==> src/rtl/acq_pkg.sv <==
`default_nettype none
// +--------------------------------------------------------------------+
// | Package  : acq_pkg                                                  |
// | Purpose  : Shared types and helpers for the capture readout         |
// |            sequencer: state encoding, channel geometry and          |
// |            channel-mask scan functions.                             |
// | Options  : ACQ_READOUT_CSUM_EN adds the checksum state.             |
// | Revision : 1.0  initial release                                     |
// +--------------------------------------------------------------------+
package acq_pkg;

  localparam int CH_N   = 4;
  localparam int BYTE_W = 8;

  typedef enum logic [2:0] {
    ST_IDLE      = 3'd0,
    ST_ARM       = 3'd1,
    ST_WAIT_RDY  = 3'd2,
    ST_FETCH     = 3'd3,
    ST_WAIT_DATA = 3'd4,
    ST_SEND      = 3'd5,
    ST_DONE      = 3'd6
`ifdef ACQ_READOUT_CSUM_EN
    ,ST_CSUM     = 3'd7
`endif
  } acq_state_t;

  // Index of the lowest enabled channel (0 when the mask is empty).
  function automatic logic [1:0] lowest_set(input logic [CH_N-1:0] mask);
    logic [1:0] idx;
    idx = 2'd0;
    for (int i = CH_N - 1; i >= 0; i--) begin
      if (mask[i]) idx = 2'(i);
    end
    return idx;
  endfunction

  // {found, index} of the first enabled channel strictly above cur.
  function automatic logic [2:0] next_set(input logic [CH_N-1:0] mask,
                                          input logic [1:0]      cur);
    logic       found;
    logic [1:0] idx;
    found = 1'b0;
    idx   = 2'd0;
    for (int i = 0; i < CH_N; i++) begin
      if (!found && (i > int'(cur)) && mask[i]) begin
        found = 1'b1;
        idx   = 2'(i);
      end
    end
    return {found, idx};
  endfunction

endpackage
`default_nettype wire

==> src/rtl/acq_rd_lat_pipe.sv <==
`default_nettype none
// +--------------------------------------------------------------------+
// | Module   : acq_rd_lat_pipe                                          |
// | Purpose  : Delays the RAM read strobe by the RAM read latency so    |
// |            the sequencer knows the cycle in which rd_data is valid. |
// | Revision : 1.0  initial release                                     |
// +--------------------------------------------------------------------+
module acq_rd_lat_pipe #(
  parameter int RD_LAT = 1
) (
  input  logic clk,
  input  logic rstn,
  input  logic i_clr,
  input  logic i_vld,
  output logic o_vld
);

  generate
    if (RD_LAT <= 1) begin : g_lat1
      logic r_vld;
      // Single-stage marker for a one-cycle RAM.
      always_ff @(posedge clk) begin
        if (!rstn || i_clr) r_vld <= 1'b0;
        else                r_vld <= i_vld;
      end
      assign o_vld = r_vld;
    end else begin : g_latn
      logic [RD_LAT-1:0] r_sr;
      // Shift the strobe through RD_LAT stages; an abort drops in-flight marks.
      always_ff @(posedge clk) begin
        if (!rstn || i_clr) r_sr <= '0;
        else                r_sr <= {r_sr[RD_LAT-2:0], i_vld};
      end
      assign o_vld = r_sr[RD_LAT-1];
    end
  endgenerate

endmodule
`default_nettype wire

==> src/rtl/acq_readout_seq.sv <==
`default_nettype none
// +--------------------------------------------------------------------+
// | Module   : acq_readout_seq                                          |
// | Purpose  : Arms one oscilloscope capture, waits for data_ready,     |
// |            then streams the pre-trigger window of the capture RAM   |
// |            (enabled channels only) over a valid/ready byte link.    |
// | Options  : ACQ_READOUT_CSUM_EN appends an XOR checksum byte.        |
// | Revision : 1.0  initial release                                     |
// +--------------------------------------------------------------------+
module acq_readout_seq
  import acq_pkg::*;
#(
  parameter int RAM_W       = 10,
  parameter int RD_LAT      = 1,
  parameter int TIMEOUT_CYC = 50_000_000,
  parameter int HOLDOFF     = 2
) (
  input  logic             clk,
  input  logic             rstn,
  input  logic             cmd_arm,
  input  logic             cmd_abort,
  input  logic [RAM_W-1:0] cfg_triggerpoint,
  input  logic [RAM_W:0]   cfg_nsamples,
  input  logic [3:0]       cfg_chmask,
  output logic             start_trigger,
  input  logic             data_ready,
  input  logic [RAM_W-1:0] wraddress_triggerpoint,
  output logic             rden,
  output logic [RAM_W-1:0] rdaddress,
  input  logic [31:0]      rd_data,
  output logic [7:0]       out_data,
  output logic             out_valid,
  input  logic             out_ready,
  output logic             busy,
  output logic             frame_done,
  output logic             timeout_err,
  output logic             cfg_err
);

  localparam int TMO_W = (TIMEOUT_CYC < 2) ? 1 : $clog2(TIMEOUT_CYC);
  localparam int HO_W  = (HOLDOFF < 1) ? 1 : $clog2(HOLDOFF + 1);
  localparam logic [RAM_W:0] NS_MAX = {1'b1, {RAM_W{1'b0}}};

  acq_state_t        r_state;
  logic [RAM_W-1:0]  r_tp;
  logic [RAM_W:0]    r_ns;
  logic [3:0]        r_mask;
  logic [RAM_W-1:0]  r_addr;
  logic [RAM_W:0]    r_rem;
  logic [31:0]       r_hold;
  logic [1:0]        r_ch;
  logic [HO_W-1:0]   r_ho;
  logic [TMO_W-1:0]  r_tmo;
`ifdef ACQ_READOUT_CSUM_EN
  logic [7:0]        r_csum;
`endif

  logic              w_rd_vld;
  logic              w_arm_ok;
  logic [RAM_W-1:0]  w_win_start;
  logic [RAM_W-1:0]  w_addr_inc;
  logic [RAM_W:0]    w_rem_dec;
  logic [1:0]        w_first;
  logic [2:0]        w_nxt;

  acq_rd_lat_pipe #(
    .RD_LAT (RD_LAT)
  ) u_rd_lat_pipe (
    .clk   (clk),
    .rstn  (rstn),
    .i_clr (cmd_abort),
    .i_vld (rden),
    .o_vld (w_rd_vld)
  );

  assign w_arm_ok    = (cfg_chmask != 4'd0) && (cfg_nsamples != '0) &&
                       (cfg_nsamples <= NS_MAX);
  assign w_win_start = wraddress_triggerpoint - r_tp;
  assign w_addr_inc  = r_addr + 1'b1;
  assign w_rem_dec   = r_rem - 1'b1;
  assign w_first     = lowest_set(r_mask);
  assign w_nxt       = next_set(r_mask, r_ch);
  assign busy        = (r_state != ST_IDLE);

  // Sequencer: state, shadow configuration, read addressing and stream outputs.
  always_ff @(posedge clk) begin
    if (!rstn) begin
      r_state       <= ST_IDLE;
      r_tp          <= '0;
      r_ns          <= '0;
      r_mask        <= '0;
      r_addr        <= '0;
      r_rem         <= '0;
      r_hold        <= '0;
      r_ch          <= '0;
      r_ho          <= '0;
      r_tmo         <= '0;
`ifdef ACQ_READOUT_CSUM_EN
      r_csum        <= '0;
`endif
      start_trigger <= 1'b0;
      rden          <= 1'b0;
      rdaddress     <= '0;
      out_data      <= '0;
      out_valid     <= 1'b0;
      frame_done    <= 1'b0;
      timeout_err   <= 1'b0;
      cfg_err       <= 1'b0;
    end else begin
      start_trigger <= 1'b0;
      frame_done    <= 1'b0;
      cfg_err       <= 1'b0;
      if (cmd_abort) begin
        r_state   <= ST_IDLE;
        rden      <= 1'b0;
        out_valid <= 1'b0;
      end else begin
        case (r_state)
          ST_IDLE: begin
            if (cmd_arm) begin
              if (w_arm_ok) begin
                r_tp          <= cfg_triggerpoint;
                r_ns          <= cfg_nsamples;
                r_mask        <= cfg_chmask;
                timeout_err   <= 1'b0;
                start_trigger <= 1'b1;
`ifdef ACQ_READOUT_CSUM_EN
                r_csum        <= '0;
`endif
                r_state       <= ST_ARM;
              end else begin
                cfg_err <= 1'b1;
              end
            end
          end
          ST_ARM: begin
            r_ho    <= '0;
            r_tmo   <= '0;
            r_state <= ST_WAIT_RDY;
          end
          ST_WAIT_RDY: begin
            // A data_ready inside the holdoff window may be the previous capture's level.
            if ((r_ho == HO_W'(HOLDOFF)) && data_ready) begin
              r_addr    <= w_win_start;
              rdaddress <= w_win_start;
              rden      <= 1'b1;
              r_rem     <= r_ns;
              r_state   <= ST_FETCH;
            end else if (r_tmo == TMO_W'(TIMEOUT_CYC - 1)) begin
              timeout_err <= 1'b1;
              r_state     <= ST_IDLE;
            end else begin
              r_tmo <= r_tmo + 1'b1;
              if (r_ho != HO_W'(HOLDOFF)) r_ho <= r_ho + 1'b1;
            end
          end
          ST_FETCH: begin
            rden    <= 1'b0;
            r_state <= ST_WAIT_DATA;
          end
          ST_WAIT_DATA: begin
            if (w_rd_vld) begin
              r_hold    <= rd_data;
              r_ch      <= w_first;
              out_data  <= rd_data[BYTE_W*int'(w_first) +: BYTE_W];
              out_valid <= 1'b1;
              r_state   <= ST_SEND;
            end
          end
          ST_SEND: begin
            if (out_ready) begin
`ifdef ACQ_READOUT_CSUM_EN
              r_csum <= r_csum ^ out_data;
`endif
              if (w_nxt[2]) begin
                r_ch     <= w_nxt[1:0];
                out_data <= r_hold[BYTE_W*int'(w_nxt[1:0]) +: BYTE_W];
              end else begin
                r_addr <= w_addr_inc;
                r_rem  <= w_rem_dec;
                if (w_rem_dec != '0) begin
                  out_valid <= 1'b0;
                  rden      <= 1'b1;
                  rdaddress <= w_addr_inc;
                  r_state   <= ST_FETCH;
                end else begin
`ifdef ACQ_READOUT_CSUM_EN
                  out_data   <= r_csum ^ out_data;
                  r_state    <= ST_CSUM;
`else
                  out_valid  <= 1'b0;
                  frame_done <= 1'b1;
                  r_state    <= ST_DONE;
`endif
                end
              end
            end
          end
`ifdef ACQ_READOUT_CSUM_EN
          ST_CSUM: begin
            if (out_ready) begin
              out_valid  <= 1'b0;
              frame_done <= 1'b1;
              r_state    <= ST_DONE;
            end
          end
`endif
          ST_DONE: begin
            r_state <= ST_IDLE;
          end
          default: begin
            r_state <= ST_IDLE;
          end
        endcase
      end
    end
  end

endmodule
`default_nettype wire

==> config.mk <==
export PLATFORM = sky130hd
export DESIGN_NAME = acq_readout_seq
export DESIGN_NICKNAME = d
export VERILOG_FILES = /design/src/rtl/acq_pkg.sv /design/src/rtl/acq_rd_lat_pipe.sv /design/src/rtl/acq_readout_seq.sv
export SDC_FILE = /design/constraint.sdc
export NUM_CORES = 1
export LEC_CHECK = 0
export CAP_MARGIN = 10
export CORE_MARGIN = 1.5
export CORE_UTILIZATION = 50
export CTS_BUF_LIST = sky130_fd_sc_hd__clkbuf_4 sky130_fd_sc_hd__clkbuf_8 sky130_fd_sc_hd__clkbuf_16
export DETAILED_ROUTE_END_ITERATION = 6
export GPL_ROUTABILITY_DRIVEN = 0
export HOLD_SLACK_MARGIN = 0.08
export PLACE_DENSITY = 0.74
export SYNTH_ARGS = -nofsm -noshare
export SYNTH_HDL_FRONTEND = slang
export SYNTH_HIERARCHICAL = 1
export SYNTH_SLANG_ARGS = --single-unit
==> constraint.sdc <==
create_clock -name clk -period 2.5 [get_ports clk]
set_input_delay 0.375 -clock clk [delete_from_list [all_inputs] [get_ports clk]]
set_output_delay 0.375 -clock clk [all_outputs]
set_load 0.03 [all_outputs]
# Word-level counts from Yosys, hierarchy flattened
# Cells that the tools add are included.
# totals
in_bits	73
elab_cells	156
ff_bits	136
# op_classes
bitwise_logic	6
eq_ne	21
reduce_logical	36
mux	63
shifts	2
n_addsub	5
order_cmp	4
# op_table
op	n
$shiftx 32x6->8	2
$mux 10	6
$mux 26	2
$pmux 26 s2	1
$pmux 10 s2	2
$mux 11	3
$add 26x1->26 const B	1
$eq 26x26->1 const B	1
$mux 2	12
$mux 3	8
$mux 8	3
$ne 2x2->1 const B	12
$pmux 11 s2	1
$reduce_bool 11->1	2
$reduce_and 5->1	4
$mux 1	18
$pmux 3 s6	1
$reduce_and 6->1	3
$pmux 8 s2	1
$reduce_and 4->1	3
$le 11x11->1 const B	1
$sub 11x1->11 const B	1
$add 10x1->10 const B	1
$sub 10x10->10	1
24 further kinds	47

# Logic depth before layout (Yosys ltp)
# logic_depth
depth_word	15
mapped_depth	11

# By module
# The synthesis kept the hierarchy.
# modules_own_cells
module	n_inst	cells_per_inst	seq_area_each_um2	area_each_um2
acq_readout_seq	1	887	2702.6	7290.7
acq_rd_lat_pipe	1	2	20.0	28.8

# Worst setup path before layout
# Ideal clock, no wire load.
# synth_timing
path_kind	input to register
startpoint	input port cfg_nsamples[4]
endpoint	register r_tp[1]
cell_stages	8
setup_ns	0.128
arrival_ns	2.528
slack_ns	-0.155
required_time_ns	2.372
cell_sequence	or4_1 nor4_2 mux2_4 or4_4 buf_12 buf_12 mux2i_1 nor2_1
# synth_via
elab_chain_cells	4
# synth_lines
element	line_no	rtl
start: declaration	acq_readout_seq.sv:23	input logic [RAM_W:0] cfg_nsamples,
branches (longest 2 deep; another with $le 11x11->1)	--	
$logic_and 1x1->1 *	acq_readout_seq.sv:76	assign w_arm_ok = (cfg_chmask != 4'd0) && (cfg_nsamples != '0) &&
$reduce_and 4->1 (no source line) *	--	
end signal: assignment	acq_readout_seq.sv:122	r_tp <= cfg_triggerpoint;
end: declaration	acq_readout_seq.sv:45	logic [RAM_W-1:0] r_tp;
# Every way passes the cells marked *.
# A chain may end at the register's enable or synchronous reset.

# Worst setup path in the final report
# layout_timing
startpoint	input port cfg_nsamples[7]
endpoint	register r_tp[1]
# The elaborated chain is that of the path after synthesis.

==> flow_summary_export.csv <==
group,metric,value,unit
placed_design,post-place-ws,-595,ps
clock_network,cts-root-buf,"clkbuf_16",
finish,area_delta_synth_final,28.3,%
finish,num_antenna_cells,0,
die,dieArea,15400,um^2
die,coreArea,14400,um^2
worst_hold_path,hold_start,"cfg_nsamples[1]",
sta,setup_viol_count_final,0,
sta,finClkSkew,7.61,ps
drt,drtIter0Drc,495,
power_and_ir_drop,leakage,0.00362,uW
synth,ys_seq_elements,136,
sta,period_needed,2440,ps
sta,finalWorstSetupSlack,56.2,ps
clock_network,clk_latency,420,ps
global_routing,met2_usage,0.394,
sta,fmax,409,MHz
clock_network,tritoncts,"done",
clock_network,cts_buffer_depth,2,
synth,postSynthAreaPerCell,8.23,um^2
clock_network,holdBufCountCts,0,
power_and_ir_drop,power_per_cell_area,574,nW/um^2
drt,drtAntennaViolNets,0,
drt,avgViaCountPerCell,5.64,
worst_setup_path,cp.arrival,2740,ps
clock_network,cts_buffers,17,
worst_setup_path,crit_path_top_delay_cell,"or4_4",
worst_setup_path,worstPathRequired,2800,ps
placed_design,io_buffers,97,
clock_network,cts.sinks,136,
worst_hold_path,hp-class,"in -> reg",
flow_run,maxCapViolations,0,
sta,tightest_slew,620,ps
power_and_ir_drop,ir_worst_vdd,0.000467,V
synth,syn_area,7320,um^2
global_routing,grt_max_degree,82,
placed_design,dpl.hpwl,12.2,mm
clock_network,h-tree-depth,4,
synth,async_reset_ff_frac,0,
clock_network,clk_pin_slew_worst_paths,60,ps
worst_setup_path,reg2reg_depth,7,
sta,hold_viol,0,
global_routing,grt_overflow,0,
drt,drt-total-wl,18.2,mm
sta,drv_slew,0,
worst_hold_path,hold_end,"r_ns[1]$_SDFFE_PN0P_",
outcome,outcome,"finished, final reports clean",
worst_setup_path,end_kind,"flop",
synth,yosys_warnings,6,
drt,avgRoutedWirePerCell,15.2,um
global_routing,grt_pass1_vias,6267,
worst_setup_path,worst_r2r_endpoint,"r_rem[5]$_SDFFE_PN0P_",
finish,nNetsFinal,1096,
sta,min_period_over_period,0.978,
global_routing,grt_util_met1,0.334,
synth,synth-edff-count,0,
synth,yosysSeqAreaShare,0.372,
die,pin_count,98,
worst_setup_path,critical_path.cell_chain,"clkbuf_2 -> or4_4 -> nor4_4 -> mux2_4 -> or4_4 -> buf_6 -> buf_12 -> mux2i_2 -> nor2_1",
global_routing,grtUsageTotal,0.248,
finish,stdcell_count,1203,
worst_setup_path,crit_fanout,5,
die,die_height,124,um
drt,drt_pass1_iterations,5,
synth,synth_nets,977,
placed_design,dpl.cell_count,1168,
drt,drc,0,
die,initial_utilization,0.507,
worst_setup_path,cp-start-kind,"input port",
global_routing,busiest_layer,"met2",
finish,drive_above_1_share,0.132,
worst_setup_path,critPathMostFrequentCell,"or4_4",
worst_hold_path,whs_path_depth,3,
synth,synthFlopType,"dfxtp_1",
global_routing,antenna_found_initial,0,
finish,fillers,1213,
global_routing,globalRouteMet3Util,0.0554,
synth,ys_types,73,
worst_setup_path,path_class,"in -> reg",
global_routing,grt_first_pass_wirelength,30.0,mm
drt,vias,6786,
die,fp-row-count,44,
worst_setup_path,r2r-start,"r_state[2]$_SDFFE_PP0P_",
die,fp.dieW,124,um
sta,slew_headroom,0.586,
synth,synth_cells,889,
worst_setup_path,cpPeakStageDelay,540,ps
worst_setup_path,r2r_slack,160,ps
report_power, final:
part | internal (uW) | switching [uW]
clock network | 1750 | 924
registers | 2180 | 12.3
logic | 278 | 240
total | 4220 | 1180
stage by stage:
stage	power [uW]	cell area [um^2]	setup TNS [ps]	util	hold WS (ps)
2_1_floorplan	2510	7330	-1550	-	433
3_3_place_gp	2740	8690	-14600	0.602	440
3_5_place_dp	2740	8690	-15790	0.602	446
4_1_cts	5420	9400	0	0.651	193
5_1_grt	5560	9390	-0.979	0.651	228
6_report	5390	9390	0	0.651	196
cell families (layout without fill, tap and decap cells):
logic type | count (synthesis) | after routing | share of synthesized area
flops | 136 | 136 | 0.372
fa+ha+maj | 15 | 15 | 0.0267
compound gates | 191 | 191 | 0.165
xor+xnor | 34 | 34 | 0.0407
simple gates | 370 | 370 | 0.242
mux | 61 | 61 | 0.0991
buf+inv | 82 | 212 | 0.0552
Yosys cell counts (6+ instances only):
library cell / n / share of area
a211oi_1: 7 / 0.0072
a21oi_1: 63 / 0.043
a31oi_1: 17 / 0.015
and2_1: 6 / 0.0051
and3_1: 7 / 0.0060
clkbuf_1: 39 / 0.020
dfxtp_1: 136 / 0.37
ha_1: 14 / 0.024
inv_1: 23 / 0.012
mux2_2: 8 / 0.012
mux2i_1: 44 / 0.060
mux4_2: 8 / 0.025
nand2_1: 153 / 0.078
nand2b_1: 7 / 0.0060
nand3_1: 19 / 0.013
nand4_1: 14 / 0.012
nor2_1: 85 / 0.044
nor2b_1: 6 / 0.0051
nor3_1: 17 / 0.012
nor3b_1: 7 / 0.0072
nor4_1: 8 / 0.0068
o211ai_1: 19 / 0.019
o21a_1: 6 / 0.0062
o21ai_0: 36 / 0.025
o31ai_1: 7 / 0.0072
or3_1: 8 / 0.0068
xnor2_1: 16 / 0.019
xor2_1: 18 / 0.022
worst max-delay path by stage:
stage | start | endpoint
after floorplan | cfg_nsamples[4] | r_tp[1]$_SDFFE_PN0P_
after CTS | cfg_nsamples[3] | r_ns[10]$_SDFFE_PN0P_
final | cfg_nsamples[7] | r_tp[1]$_SDFFE_PN0P_
after detailed placement | cfg_nsamples[4] | r_ns[2]$_SDFFE_PN0P_
after global placement | cfg_nsamples[4] | r_tp[8]$_SDFFE_PN0P_
after global routing | cfg_nsamples[7] | r_tp[1]$_SDFFE_PN0P_
flip-flops by register name, indices dropped and copies added, names as in the netlist, 2 cells and up:
name,count
r_mask,4
r_ch,2
r_addr,10
r_ho,2
r_hold,32
r_state,3
rdaddress,10
r_ns,11
r_tp,10
out_data,8
r_tmo,26
r_rem,11
routing by layer:
metal	part of all wire	vias up
met3	0.050	40
met2	0.45	177
met4	0.023	0
met1	0.48	3183
met5	0	-
li1	-	3386
area by class of cell:
type                       count  area [um^2]  area share
inverter                      24         90.1     0.00959
sequential                   136         2720       0.290
multi-input combinational    671         4220       0.450
tap                          184          230      0.0245
timing repair buffer         158         1500       0.160
clock buffer                  22          482      0.0513
clock inverter                 8          145      0.0155
critical path: cells and delay by family:
family	cells	cell delay (ps)
AND/OR/NAND/NOR	4	1470
multiplexers	2	510
buffers and inverters	3	380
what timing repair did:
| action | in CTS | in global routing |
|---|---|---|
| resized for setup | 28 | 8 |
| endpoints found under the setup margin | 25 | 21 |
| cloned | 2 | 0 |
| buffers inserted | 2 | 2 |
| pin swaps | 5 | 5 |
placed cells by master, fill, tap and decap left out, types with 5 or more instances in the layout:
master,Yosys,layout
nand2_1,153,153
xor2_1,18,18
o31ai_1,7,7
clkdlybuf4s50_1,0,88
nand2b_1,7,7
and3_1,7,7
nand3_1,19,19
nor3_1,17,17
xnor2_1,16,16
nor3b_1,7,7
or3_1,8,8
nor2b_1,6,6
mux2i_1,44,43
o211ai_1,19,19
clkbuf_16,0,17
nor4_1,8,8
a211oi_1,7,7
o21ai_0,36,36
a31oi_1,17,17
nor2_1,85,84
buf_4,0,53
a21oi_1,63,63
and2_1,6,6
inv_1,23,23
nand4_1,14,14
ha_1,14,14
dfxtp_1,136,136
and4_1,5,5
mux2_2,8,8
o21a_1,6,6
mux4_2,8,8
nand3b_1,5,5
(Power assumes the default switching activity.)
==> patch 1, RTL diff (same flow settings) <==
Add an input register stage for `cfg_chmask`, without a reset; this delays it by one clock. The other inputs are not delayed to match.
--- a/src/rtl/acq_readout_seq.sv
+++ b/src/rtl/acq_readout_seq.sv
@@ -41,6 +41,12 @@
   localparam int HO_W  = (HOLDOFF < 1) ? 1 : $clog2(HOLDOFF + 1);
   localparam logic [RAM_W:0] NS_MAX = {1'b1, {RAM_W{1'b0}}};
 
+  logic [3:0] cfg_chmask_q;
+
+  always_ff @(posedge clk) begin
+    cfg_chmask_q <= cfg_chmask;
+  end
+
   acq_state_t        r_state;
   logic [RAM_W-1:0]  r_tp;
   logic [RAM_W:0]    r_ns;
@@ -73,7 +79,7 @@
     .o_vld (w_rd_vld)
   );
 
-  assign w_arm_ok    = (cfg_chmask != 4'd0) && (cfg_nsamples != '0) &&
+  assign w_arm_ok    = (cfg_chmask_q != 4'd0) && (cfg_nsamples != '0) &&
                        (cfg_nsamples <= NS_MAX);
   assign w_win_start = wraddress_triggerpoint - r_tp;
   assign w_addr_inc  = r_addr + 1'b1;
@@ -121,7 +127,7 @@
               if (w_arm_ok) begin
                 r_tp          <= cfg_triggerpoint;
                 r_ns          <= cfg_nsamples;
-                r_mask        <= cfg_chmask;
+                r_mask        <= cfg_chmask_q;
                 timeout_err   <= 1'b0;
                 start_trigger <= 1'b1;
 `ifdef ACQ_READOUT_CSUM_EN
Behaviour: not the same (a bounded check fails within 4 cycles, from zero or initial values and one cycle with rstn low).
==> patch 1 against the original RTL <==
- clock power is 3% lower
- critical path depth is 2 higher
- cell count is 4.7% lower
- wire length is 6.7% lower
- setup slack better by 0.028 ns
- sequential cell count is 4 higher
- synthesized area is 3.6% lower
- non-clock buffer count is 16 lower
- combinational power is 8.3% lower
- power is 1.0% lower
- design area is 3.8% lower
- first-iteration DRC count is 16% lower
- largest cell class unchanged
==> patch 1: results (changes against the original RTL) <==
stage,metric,value,unit,change
detailed_routing,Initial DRC Count,418,,-16%
synthesis,top area cells in the synthesized netlist,"dfxtp_1, nand2_1, nor2_1",,
sta,# setup viols final,0,,unchanged
setup_path,slowest CP cell,clkdlybuf4s50_1,,
setup_path,Critical Path AT,2.73,ns,about the same
setup_path,Crit. Startpoint,wraddress_triggerpoint[0],,
detailed_routing,DR vias/cell,5.52,,-2.2%
power,Leakage,0.00341,uW,-6.0%
min_path,hold path depth,1,,-2
setup_path,CP peak stage delay,0.45,ns,-0.09 ns
detailed_routing,Routed met3 length,705,microns,-23%
setup_path,reg-to-reg startpoint,r_state[1]$_SDFFE_PP0P_,,
min_path,Worst Min Path Start,cfg_chmask[1],,
setup_path,crit-path max FO,2,,-3
grt,M3 GR Usage,0.0566,,+0.00125
clock_network,Root Driver,clkbuf_16,,
place,placed cell area,8420,sq um,-3.1%
power,Max IR drop VDD,487,uV,+4.4%
synthesis,"Distinct cells, synth",71,,-2.7%
power,Sw Share,0.218,,about the same
detailed_routing,"wirelength, routed",17.0,mm,-6.7%
detailed_routing,WL met1,7.84,mm,-10%
synthesis,syn nets,933,,-4.5%
grt,vias in the first global route,6060,,-3.3%
finish,ANT cells,0,,unchanged
setup_path,worst r2r dst,rdaddress[9]$_SDFFE_PN0P_,,
clock_network,Inserted Clock Buffers,17,,unchanged
place,DPL Wire Length,11.6,mm,-5.0%
place,DP Worst Slack,-0.357,ns,+0.237 ns
detailed_routing,metal2 WL,8.19,mm,+0.34%
setup_path,CP Capture Point,rdaddress[6]$_SDFFE_PN0P_,,
setup_path,CP top delay family,compound AO/OA/AOI/OAI gates,,
clock_network,"Reg clk slew, reported paths",0.06,ns,about the same
grt,first-pass GRT wire length,28.4,mm,-5.4%
clock_network,Post-CTS Setup Bufs,0,,-2
sta,final clock skew,0.00739,ns,-0.000220 ns
finish,share of cells above drive strength 1,0.123,,-0.00844
min_path,hold endpoint,cfg_chmask_q[1]$_DFF_P_,,
sta,minimum clock period,2.42,ns,-0.0279 ns
finish,# nets final,1044,,-4.7%
grt,GRT met2 Usage,0.402,,+0.00840
sta,Rel. slew slack,0.532,,-0.0546
synthesis,"top cells by count, synth","dfxtp_1, nand2_1, nor2_1, a21oi_1, mux2i_1",,
grt,GR Util All Layers,0.241,,-0.00648
grt,met1 Usage GRT,0.306,,-0.0276
run_status,status,"finished, final reports clean",,
clock_network,PostCTS Resize Cnt,0,,-100%
synthesis,share of the yosys chip area belonging to registers,0.397,,+0.0252
grt,largest net degree at the start of global routing,45,,-45%
finish,number of fill cells,1181,,-2.6%
==> patch 1: cell types whose count changed after synthesis, sizes merged, moves of 5 or more <==
| cell | before | now |
|---|---|---|
| nand2 | 153 | 119 |
| xnor2 | 16 | 22 |
| nor2 | 85 | 109 |
| nand4 | 14 | 8 |
| mux2i | 44 | 36 |
| o211ai | 19 | 14 |
| clkbuf | 41 | 32 |
| nor3b | 7 | 2 |
| a31oi | 17 | 11 |
| a21oi | 64 | 73 |
| nand3 | 19 | 29 |
==> patch 1: cell families after synthesis <==
logic type               synth area share
AND/OR/NAND/NOR                     0.222
XOR/XNOR                           0.0459
AO/OA/AOI/OAI                       0.172
buffers and inverters              0.0457
adder cells (fa/ha/maj)            0.0277
multiplexers                       0.0894
flip-flops                          0.397
==> patch 1: layout make-up <==
| cell class | count | area, sq um | share of cell area |
|---|---|---|---|
| timing repair buffer | 142 | 1360 | 0.150 |
| inverter | 26 | 97.6 | 0.0108 |
| tap | 180 | 225 | 0.0249 |
| clock inverter | 7 | 114 | 0.0126 |
| multi-input combinational | 629 | 3950 | 0.437 |
| sequential | 140 | 2800 | 0.310 |
| clock buffer | 23 | 489 | 0.0542 |
==> patch 1: metrics by stage <==
step | hold WS [ns] | util | total power, uW | cells
detailed placement | 0.448 | 0.609 | 2790 | 1117
floorplan | 0.403 | - | 2550 | 845
global placement | 0.440 | 0.609 | 2780 | 1117
finish | 0.423 | 0.653 | 5340 | 1147
CTS | 0.419 | 0.652 | 5370 | 1147
global route | 0.426 | 0.653 | 5510 | 1147
==> patch 1: power groups by stage <==
stage,sequential [uW],clock [uW],combinational [uW]
3_5_place_dp,2310,0,472
5_1_grt,2270,2720,520
3_3_place_gp,2310,0,469
6_report,2270,2600,476
4_1_cts,2270,2630,475
2_1_floorplan,2310,0,242
==> patch 2, RTL diff (config.mk and constraints unchanged) <==
Without the edit above. The option `ACQ_READOUT_CSUM_EN` is turned on by a define.
--- a/src/rtl/acq_pkg.sv
+++ b/src/rtl/acq_pkg.sv
@@ -7,6 +7,8 @@
 // | Options  : ACQ_READOUT_CSUM_EN adds the checksum state.             |
 // | Revision : 1.0  initial release                                     |
 // +--------------------------------------------------------------------+
+`define ACQ_READOUT_CSUM_EN
+
 package acq_pkg;
 
   localparam int CH_N   = 4;
Formal check against the unedited RTL: same outputs for any inputs over 4 cycles, from zero or initial values and one cycle with rstn low; that may be too few to reach the edited logic, so the function may still have changed.
==> patch 2 against the original RTL <==
- wire length grew 4.3%
- sequential cell count grew 8
- sequential power grew 6%
- global-route usage shrank 0.12 points
- power shrank 1.5%
- first-iteration DRC count grew 23%
- register-to-register slack gained 0.09 ns
- worst hold slack gained 0.26 ns
- setup slack gained 0.10 ns
- critical path depth is the same
- utilization shrank 0.57 points
- design area grew 0.27%
- cell count grew 4.0%
- synthesized area grew 2.6%
- critical endpoint is now r_csum[0]$_SDFFE_PN0P_
- highest routed layer unchanged
==> patch 2: results (changes against the original RTL) <==
stage,metric,value,unit,change
power,P_sw,1260,uW,+7.2%
detailed_routing,Initial DRC Count,608,,+23%
synthesis,share of the yosys chip area belonging to registers,0.384,,+0.0119
detailed_routing,drt first pass iters,6,,+1
setup_path,worst r2r dst,rdaddress[4]$_SDFFE_PN0P_,,
grt,first-pass GRT wire length,31.9,mm,+6.1%
place,Placed Instances,1219,,+4.4%
setup_path,R2R Setup Slk,0.25,ns,+0.09 ns
finish,number of fill cells,1249,,+3.0%
synthesis,"Avg Cell Area, Syn",7.92,sq um,-3.8%
min_path,Worst Min Path Start,r_hold[14]$_SDFFE_PN0P_,,
synthesis,"top cells by count, synth","dfxtp_1, nand2_1, nor2_1, a21oi_1, mux2i_1",,
place,placed cell area,8820,sq um,+1.6%
setup_path,CP Capture Point,r_csum[0]$_SDFFE_PN0P_,,
place,DPL Wire Length,13.3,mm,+8.6%
sta,Worst Max-Slew Pin Slew,0.754,ns,+0.134 ns
detailed_routing,DR vias/cell,5.61,,-0.61%
synthesis,syn nets,1036,,+6.0%
grt,M3 GR Usage,0.0582,,+0.00279
setup_path,slowest CP cell,or4_1,,
run_status,status,"finished, final reports clean",,
detailed_routing,via count,7014,,+3.4%
finish,share of cells above drive strength 1,0.0918,,-0.0397
grt,GR Util All Layers,0.246,,-0.00118
synthesis,Synth Area in Compound Gates,0.176,,+0.0110
synthesis,multiplexer share of the synthesized area,0.0640,,-0.0352
power,Leakage,0.00354,uW,-2.3%
synthesis,area share of fa/ha/maj cells after synthesis,0.0260,,-0.000675
setup_path,crit-path max FO,8,,+3
grt,vias in the first global route,6581,,+5.0%
min_path,hold endpoint,r_hold[14]$_SDFFE_PN0P_,,
min_path,hold path depth,2,,-1
sta,WHS,0.455,ns,+0.259 ns
min_path,Hold Path Class,flip-flop to flip-flop,,
## patch 2: cell count changes in the layout (fill, tap and decap cells not counted), sizes merged, moves of 10 or more
cell    change
nor2       +38
nand2      -29
a21oi      +19
buf        -16
o22ai      +14
o21ai      +13
nand3      +12
o211ai     -11
a22oi      +10
## patch 2: metal layers
metal | up-vias | share of wire
met5 | - | 0
met4 | 0 | 0.012
met3 | 22 | 0.062
met2 | 210 | 0.47
met1 | 3243 | 0.46
li1 | 3539 | -
## patch 2: kinds of logic after synthesis
logic type | count (synthesis)
buffers and inverters | 85
adders and majority gates | 15
DFF | 144
and+or+nand+nor | 391
AOI/OAI and AO/OA | 220
xor gates and xnor gates | 45
muxes | 48
## patch 2: area by class of cell
cell class | count | area, sq um | share of cell area
Tap cell | 184 | 230 | 0.0245
Sequential cell | 144 | 2880 | 0.306
Inverter | 27 | 101 | 0.0108
Multi-Input combinational cell | 719 | 4260 | 0.452
Clock inverter | 13 | 140 | 0.0149
Timing Repair Buffer | 145 | 1360 | 0.144
Clock buffer | 19 | 440 | 0.0468
## patch 2: through the flow
step	worst slack (ns)	power, uW
4_1_cts	0.144	5350
3_5_place_dp	-0.271	2880
2_1_floorplan	0.280	2640
5_1_grt	0.0101	5510
6_report	0.159	5320
3_3_place_gp	-0.244	2870
## patch 2: repair_timing
action	4_1_cts	5_1_grt
gates resized for setup	0	3
endpoints found under the setup margin	0	5
buffers inserted	0	0
## patch 2: power by group through the flow
stage / sequential [uW] / clock [uW] / combinational (uW)
2_1_floorplan: 2370 / 0 / 264
3_5_place_dp: 2380 / 0 / 499
6_report: 2330 / 2480 / 508
4_1_cts: 2330 / 2520 / 504
5_1_grt: 2330 / 2630 / 558
3_3_place_gp: 2380 / 0 / 498
